**config.mk**
```make
export PLATFORM = sky130hd
export DESIGN_NAME = cpu_reset_ctrl
export DESIGN_NICKNAME = d
export VERILOG_FILES = /design/src/rtl/cpu_ctrl_pkg.sv /design/src/rtl/key_debounce.sv /design/src/rtl/cpu_reset_ctrl.sv
export SDC_FILE = /design/constraint.sdc
export NUM_CORES = 1
export LEC_CHECK = 0
export CORE_MARGIN = 2
export CORE_UTILIZATION = 50
export CTS_CLUSTER_DIAMETER = 150
export DETAILED_ROUTE_END_ITERATION = 10
export DONT_BUFFER_PORTS = 1
export MAX_ROUTING_LAYER = met4
export PLACE_DENSITY = 0.7
export SETUP_SLACK_MARGIN = 0.1
export SKIP_LAST_GASP = 1
export SYNTH_ARGS = -nofsm -noshare
export SYNTH_HDL_FRONTEND = slang
export SYNTH_SLANG_ARGS = --single-unit
```
**constraint.sdc**
```tcl
create_clock -name clk_50 -period 1.59 [get_ports clk_50]
set_input_delay 0.318 -clock clk_50 [delete_from_list [all_inputs] [get_ports clk_50]]
set_output_delay 0.318 -clock clk_50 [all_outputs]
set_load 0.02 [all_outputs]
```
**src/rtl/cpu_ctrl_pkg.sv**
```systemverilog
// Shared constants for the CPU reset controller.
// FSM state encodings and default timing parameters.
package cpu_ctrl_pkg;

  localparam logic [1:0] POR      = 2'd0;
  localparam logic [1:0] RUN      = 2'd1;
  localparam logic [1:0] HOLD     = 2'd2;
  localparam logic [1:0] WAIT_REL = 2'd3;

  localparam int DEF_DEBOUNCE_CYCLES = 1000000;
  localparam int DEF_HOLD_CYCLES     = 16;
  localparam int DEF_POR_CYCLES      = 64;

endpackage

```
**src/rtl/key_debounce.sv**
```systemverilog
// Two-flop synchroniser and stability counter for the reset button.
// key_db only follows the key after DEBOUNCE_CYCLES stable samples.
module key_debounce
  import cpu_ctrl_pkg::*;
#(
  parameter int DEBOUNCE_CYCLES = DEF_DEBOUNCE_CYCLES
) (
  input  logic clk_50,
  input  logic reset,
  input  logic key_n,
  output logic key_db
);

  localparam int CW = $clog2(DEBOUNCE_CYCLES + 1);
  localparam logic [CW-1:0] CNT_LAST = CW'(DEBOUNCE_CYCLES - 1);

  logic          sync1_q;
  logic          sync2_q;
  logic          db_q;
  logic          db_d;
  logic [CW-1:0] cnt_q;
  logic [CW-1:0] cnt_d;

  // Any sample agreeing with the accepted level restarts the count.
  always_comb begin
    db_d  = db_q;
    cnt_d = '0;
    if (sync2_q != db_q) begin
      if (cnt_q == CNT_LAST) begin
        db_d = sync2_q;
      end else begin
        cnt_d = cnt_q + 1'b1;
      end
    end
  end

  always_ff @(posedge clk_50) begin
    if (reset) begin
      sync1_q <= 1'b1;
      sync2_q <= 1'b1;
      db_q    <= 1'b1;
      cnt_q   <= '0;
    end else begin
      sync1_q <= key_n;
      sync2_q <= sync1_q;
      db_q    <= db_d;
      cnt_q   <= cnt_d;
    end
  end

  assign key_db = db_q;

endmodule

```
**src/rtl/cpu_reset_ctrl.sv**
```systemverilog
// Clean reset generator for the CPU clock divider: power-on hold,
// debounced button resets of guaranteed minimum width, press counter.
module cpu_reset_ctrl
  import cpu_ctrl_pkg::*;
#(
  parameter int DEBOUNCE_CYCLES = DEF_DEBOUNCE_CYCLES,
  parameter int HOLD_CYCLES     = DEF_HOLD_CYCLES,
  parameter int POR_CYCLES      = DEF_POR_CYCLES
) (
  input  logic       clk_50,
  input  logic       reset,
  input  logic       key_n,
  output logic       resetn,
  output logic       key_db,
  output logic [7:0] reset_count
);

  localparam int TMAX = (HOLD_CYCLES > POR_CYCLES) ? HOLD_CYCLES : POR_CYCLES;
  localparam int TW   = $clog2(TMAX + 1);
  localparam logic [TW-1:0] POR_LAST  = TW'(POR_CYCLES - 1);
  localparam logic [TW-1:0] HOLD_LAST = TW'(HOLD_CYCLES - 1);

  logic [1:0]    state_q;
  logic [1:0]    state_d;
  logic [TW-1:0] tcnt_q;
  logic [TW-1:0] tcnt_d;
  logic [7:0]    rc_q;
  logic [7:0]    rc_d;
  logic          db_prev_q;
  logic          resetn_q;
  logic          db;

  key_debounce #(
    .DEBOUNCE_CYCLES(DEBOUNCE_CYCLES)
  ) u_db (
    .clk_50(clk_50),
    .reset (reset),
    .key_n (key_n),
    .key_db(db)
  );

  always_comb begin
    state_d = state_q;
    tcnt_d  = tcnt_q;
    rc_d    = rc_q;
    case (state_q)
      POR: begin
        if (tcnt_q == POR_LAST) begin
          tcnt_d  = '0;
          state_d = db ? RUN : WAIT_REL;
        end else begin
          tcnt_d = tcnt_q + 1'b1;
        end
      end
      RUN: begin
        if (db_prev_q && !db) begin
          state_d = HOLD;
          tcnt_d  = '0;
          rc_d    = rc_q + 1'b1;
        end
      end
      HOLD: begin
        if (tcnt_q == HOLD_LAST) begin
          tcnt_d  = '0;
          state_d = db ? RUN : WAIT_REL;
        end else begin
          tcnt_d = tcnt_q + 1'b1;
        end
      end
      WAIT_REL: begin
        if (db) state_d = RUN;
      end
      default: state_d = POR;
    endcase
  end

  // resetn is a flop copy of "next state is RUN" so it is glitch-free.
  always_ff @(posedge clk_50) begin
    if (reset) begin
      state_q   <= POR;
      tcnt_q    <= '0;
      rc_q      <= '0;
      db_prev_q <= 1'b1;
      resetn_q  <= 1'b0;
    end else begin
      state_q   <= state_d;
      tcnt_q    <= tcnt_d;
      rc_q      <= rc_d;
      db_prev_q <= db;
      resetn_q  <= (state_d == RUN);
    end
  end

  assign resetn      = resetn_q;
  assign key_db      = db;
  assign reset_count = rc_q;

endmodule
```
==> impl_metrics.ini <==
[timing]
period_needed_ns = 1.613
fin_skew_ns = 0.004808
max_slew_margin_pct = 72.22
fin_crit_sh_pct = 101.4
finalSetupTns_ns = -0.02269
finalSetupViolCount = 1
final_hold_viol_count = 0
max_freq_mhz = 620.1
drv_slew = 0
rsz0062_at_grt = true
worst_slack_ns = -0.02269
tightest_slew_ns = 0.4133

[status]
failed_checks = setup timing
outcome = finished with violations

[pwr]
leakage_nw = 0.9770
peakVddDrop_uv = 610.9
finalPower_mw = 3.162
pwr_density_cell_nw_per_um2 = 1168

[cts]
clock_sinks = 42
root_buffer = clkbuf_8
clk_latency_ns = 0.29
cts_tree = yes
clock_path_buffers = 2
path_clk_slew_ns = 0.08
cts_max_level = 2
cts-buffers-inserted = 5

[hold_path]
hp-class = input pin to register

[route]
vias = 1753
routed.top_layer = met4
avgRoutedWirePerCell_microns = 13.59
totalWireLength_microns = 4416
drc_errors = 0
first_pass_iters = 4
ant_nets = 0
met1_length_microns = 2129
vias_per_cell = 5.394
drt_iter0_drc = 54
wl_met3_microns = 166
met2RoutedLength_microns = 2037

[placed_design]
gp_congestion = 0.8388
dpl_cell_area_sq_um = 2371
place_ws_ns = -0.06340
port_buffers = 0
dp_hpwl_microns = 2794

[synth]
ys_seq_area_share_pct = 41.30
synthDistinctLibCells = 46
synth.avg_cell_area_sq_um = 8.813
netlist_area_sq_um = 2036
synthesis.yosys.warnings = 0
syn-num-nets = 242
ys_ff_latch = 42
syn_inst = 231

[setup_path]
startpoint_type = register
criticalPathCategory = register to register
endpoint_kind = register
cp_max_fo = 4
cp_data_arrival_time_ns = 1.80
required_ns = 1.78

[floorplan]
fp.dieH_microns = 67.81
fp.dieW_microns = 67.81
pin_count = 13
start_util_pct = 51.26
dieArea_sq_um = 4598
num_rows = 23
coreArea_sq_um = 3971

[finish]
final_area_sq_um = 2706
drive_gt1_share_pct = 38.55
diodes = 0
n_fill_cell = 317
layout.nets = 285
final_core_util_pct = 68.15
area_delta_synth_final_pct = 32.94

[grt]
overflow = 0
antenna_found_initial = 0
track_usage_pct = 21.25
grt_max_degree = 25
grt_pass1_vias = 1595
grt_pass1_wl_microns = 7107

[flow_run]
cap_viol_max_count = 0
[power breakdown]
group | total (mW) | internal, mW | switching, mW | leakage [nW]
registers | 1.20 | 1.13 | 0.0755 | 0.345
logic | 0.927 | 0.465 | 0.462 | 0.560
clock network | 1.03 | 0.669 | 0.363 | 0.0714
[area by class of cell]
class                      instances  area, sq um  area share, %
timing repair buffer              39        296.5          10.96
sequential                        42        862.1          31.85
inverter                           5        21.27         0.7859
tap                               50        62.56          2.312
multi-input combinational        181         1321          48.82
clock buffer                       6        82.58          3.051
clock inverter                     2        60.06          2.219
[logic make-up after synthesis]
logic type	synth area share [%]
compound gates	7.192
simple gates	31.53
xor+xnor	11.19
fa+ha+maj	4.917
mux	1.045
flops	41.30
buf+inv	2.827
[worst paths after layout]
path,end,start,slack [ns],cells past startpoint
max,u_db.key_db,u_db.cnt_q[11],-0.02,5
min reg2reg,u_db.sync2_q,u_db.sync1_q,0.41,1
max reg2reg,u_db.key_db,u_db.cnt_q[11],-0.02,5
min,state_q[1],reset,0.07,1
[critical path, cell delays in order (launching register included)]
cell	delay, ns
dfxtp_2	0.33
or4_4	0.54
nor4_4	0.19
buf_4	0.19
nor2b_1	0.04
a211o_1	0.21
[metal layers]
| layer | track usage (%) | up-vias |
|---|---|---|
| met5 | - | - |
| met2 | 31.00 | 27 |
| met1 | 28.19 | 833 |
| met4 | 8.500 | 0 |
| li1 | - | 885 |
| met3 | 5.333 | 8 |
[cell usage in the layout (no fill, tap or decap), types with 3 or more instances in the layout]
cell       n
a21oi_1    6
a31oi_1    3
buf_4     38
clkbuf_8   6
dfxtp_1   29
dfxtp_2   11
ha_1       3
ha_4       3
inv_1      3
nand2_1   22
nand3_1   12
nand4_1    7
nor2_1    34
nor2_2     9
nor3_1     3
nor3_2     3
o21ai_0    3
or2_2      4
or3_4      4
xnor2_1   13
xor2_1    12
[per-stage QoR]
stage / hold slack (ns) / std cells
after global routing: 0.06020 / 325
after floorplan: 0.3895 / 231
after global placement: 0.3858 / 307
final: 0.07138 / 325
after detailed placement: 0.3882 / 307
after CTS: 0.06686 / 319
[cell usage after synthesis (all sizes together)]
master	count	area share [%]
nor2	43	8.2
dfxtp	42	41
nand2	22	4.1
nand3	14	4.1
xnor2	14	6.0
xor2	12	5.2
ha	8	4.9
nand4	8	2.8
nor3	7	2.2
a21oi	6	1.5
inv	5	0.92
clkbuf	4	0.80
or2	4	1.2
a31oi	3	0.92
and3	3	0.92
and4	3	1.4
nor4b	3	1.3
o21ai	3	0.74
a211o	2	0.86
a21o	2	0.74
and2	2	0.61
buf	2	1.1
nor2b	2	0.61
nor4	2	1.4
or3	2	0.86
or4	2	0.92
a2bb2oi	1	0.43
a32o	1	0.49
a32oi	1	0.43
and3b	1	0.43
mux2	1	0.55
mux2i	1	0.49
nand2b	1	0.31
nand3b	1	0.37
o21a	1	0.37
o22ai	1	0.31
o2bb2ai	1	0.43
[sequential cells by signal, summed over array words and instances (netlist names)]
signal	count
state_q	2
db_prev_q	1
tcnt_q	7
reset_count	8
u_db.cnt_q	20
u_db.sync2_q	1
resetn	1
u_db.key_db	1
u_db.sync1_q	1
[what timing repair did]
| item | CTS | global route |
|---|---|---|
| hold endpoints to repair | 0 | 0 |
| gates resized for setup | 13 | 20 |
| gates cloned | 2 | 1 |
| setup buffers | 2 | 5 |
| hold buffers | 0 | 0 |
| pin swaps | 10 | 19 |
| setup endpoints to repair | 30 | 34 |
Power figures use the tool's default switching activity.
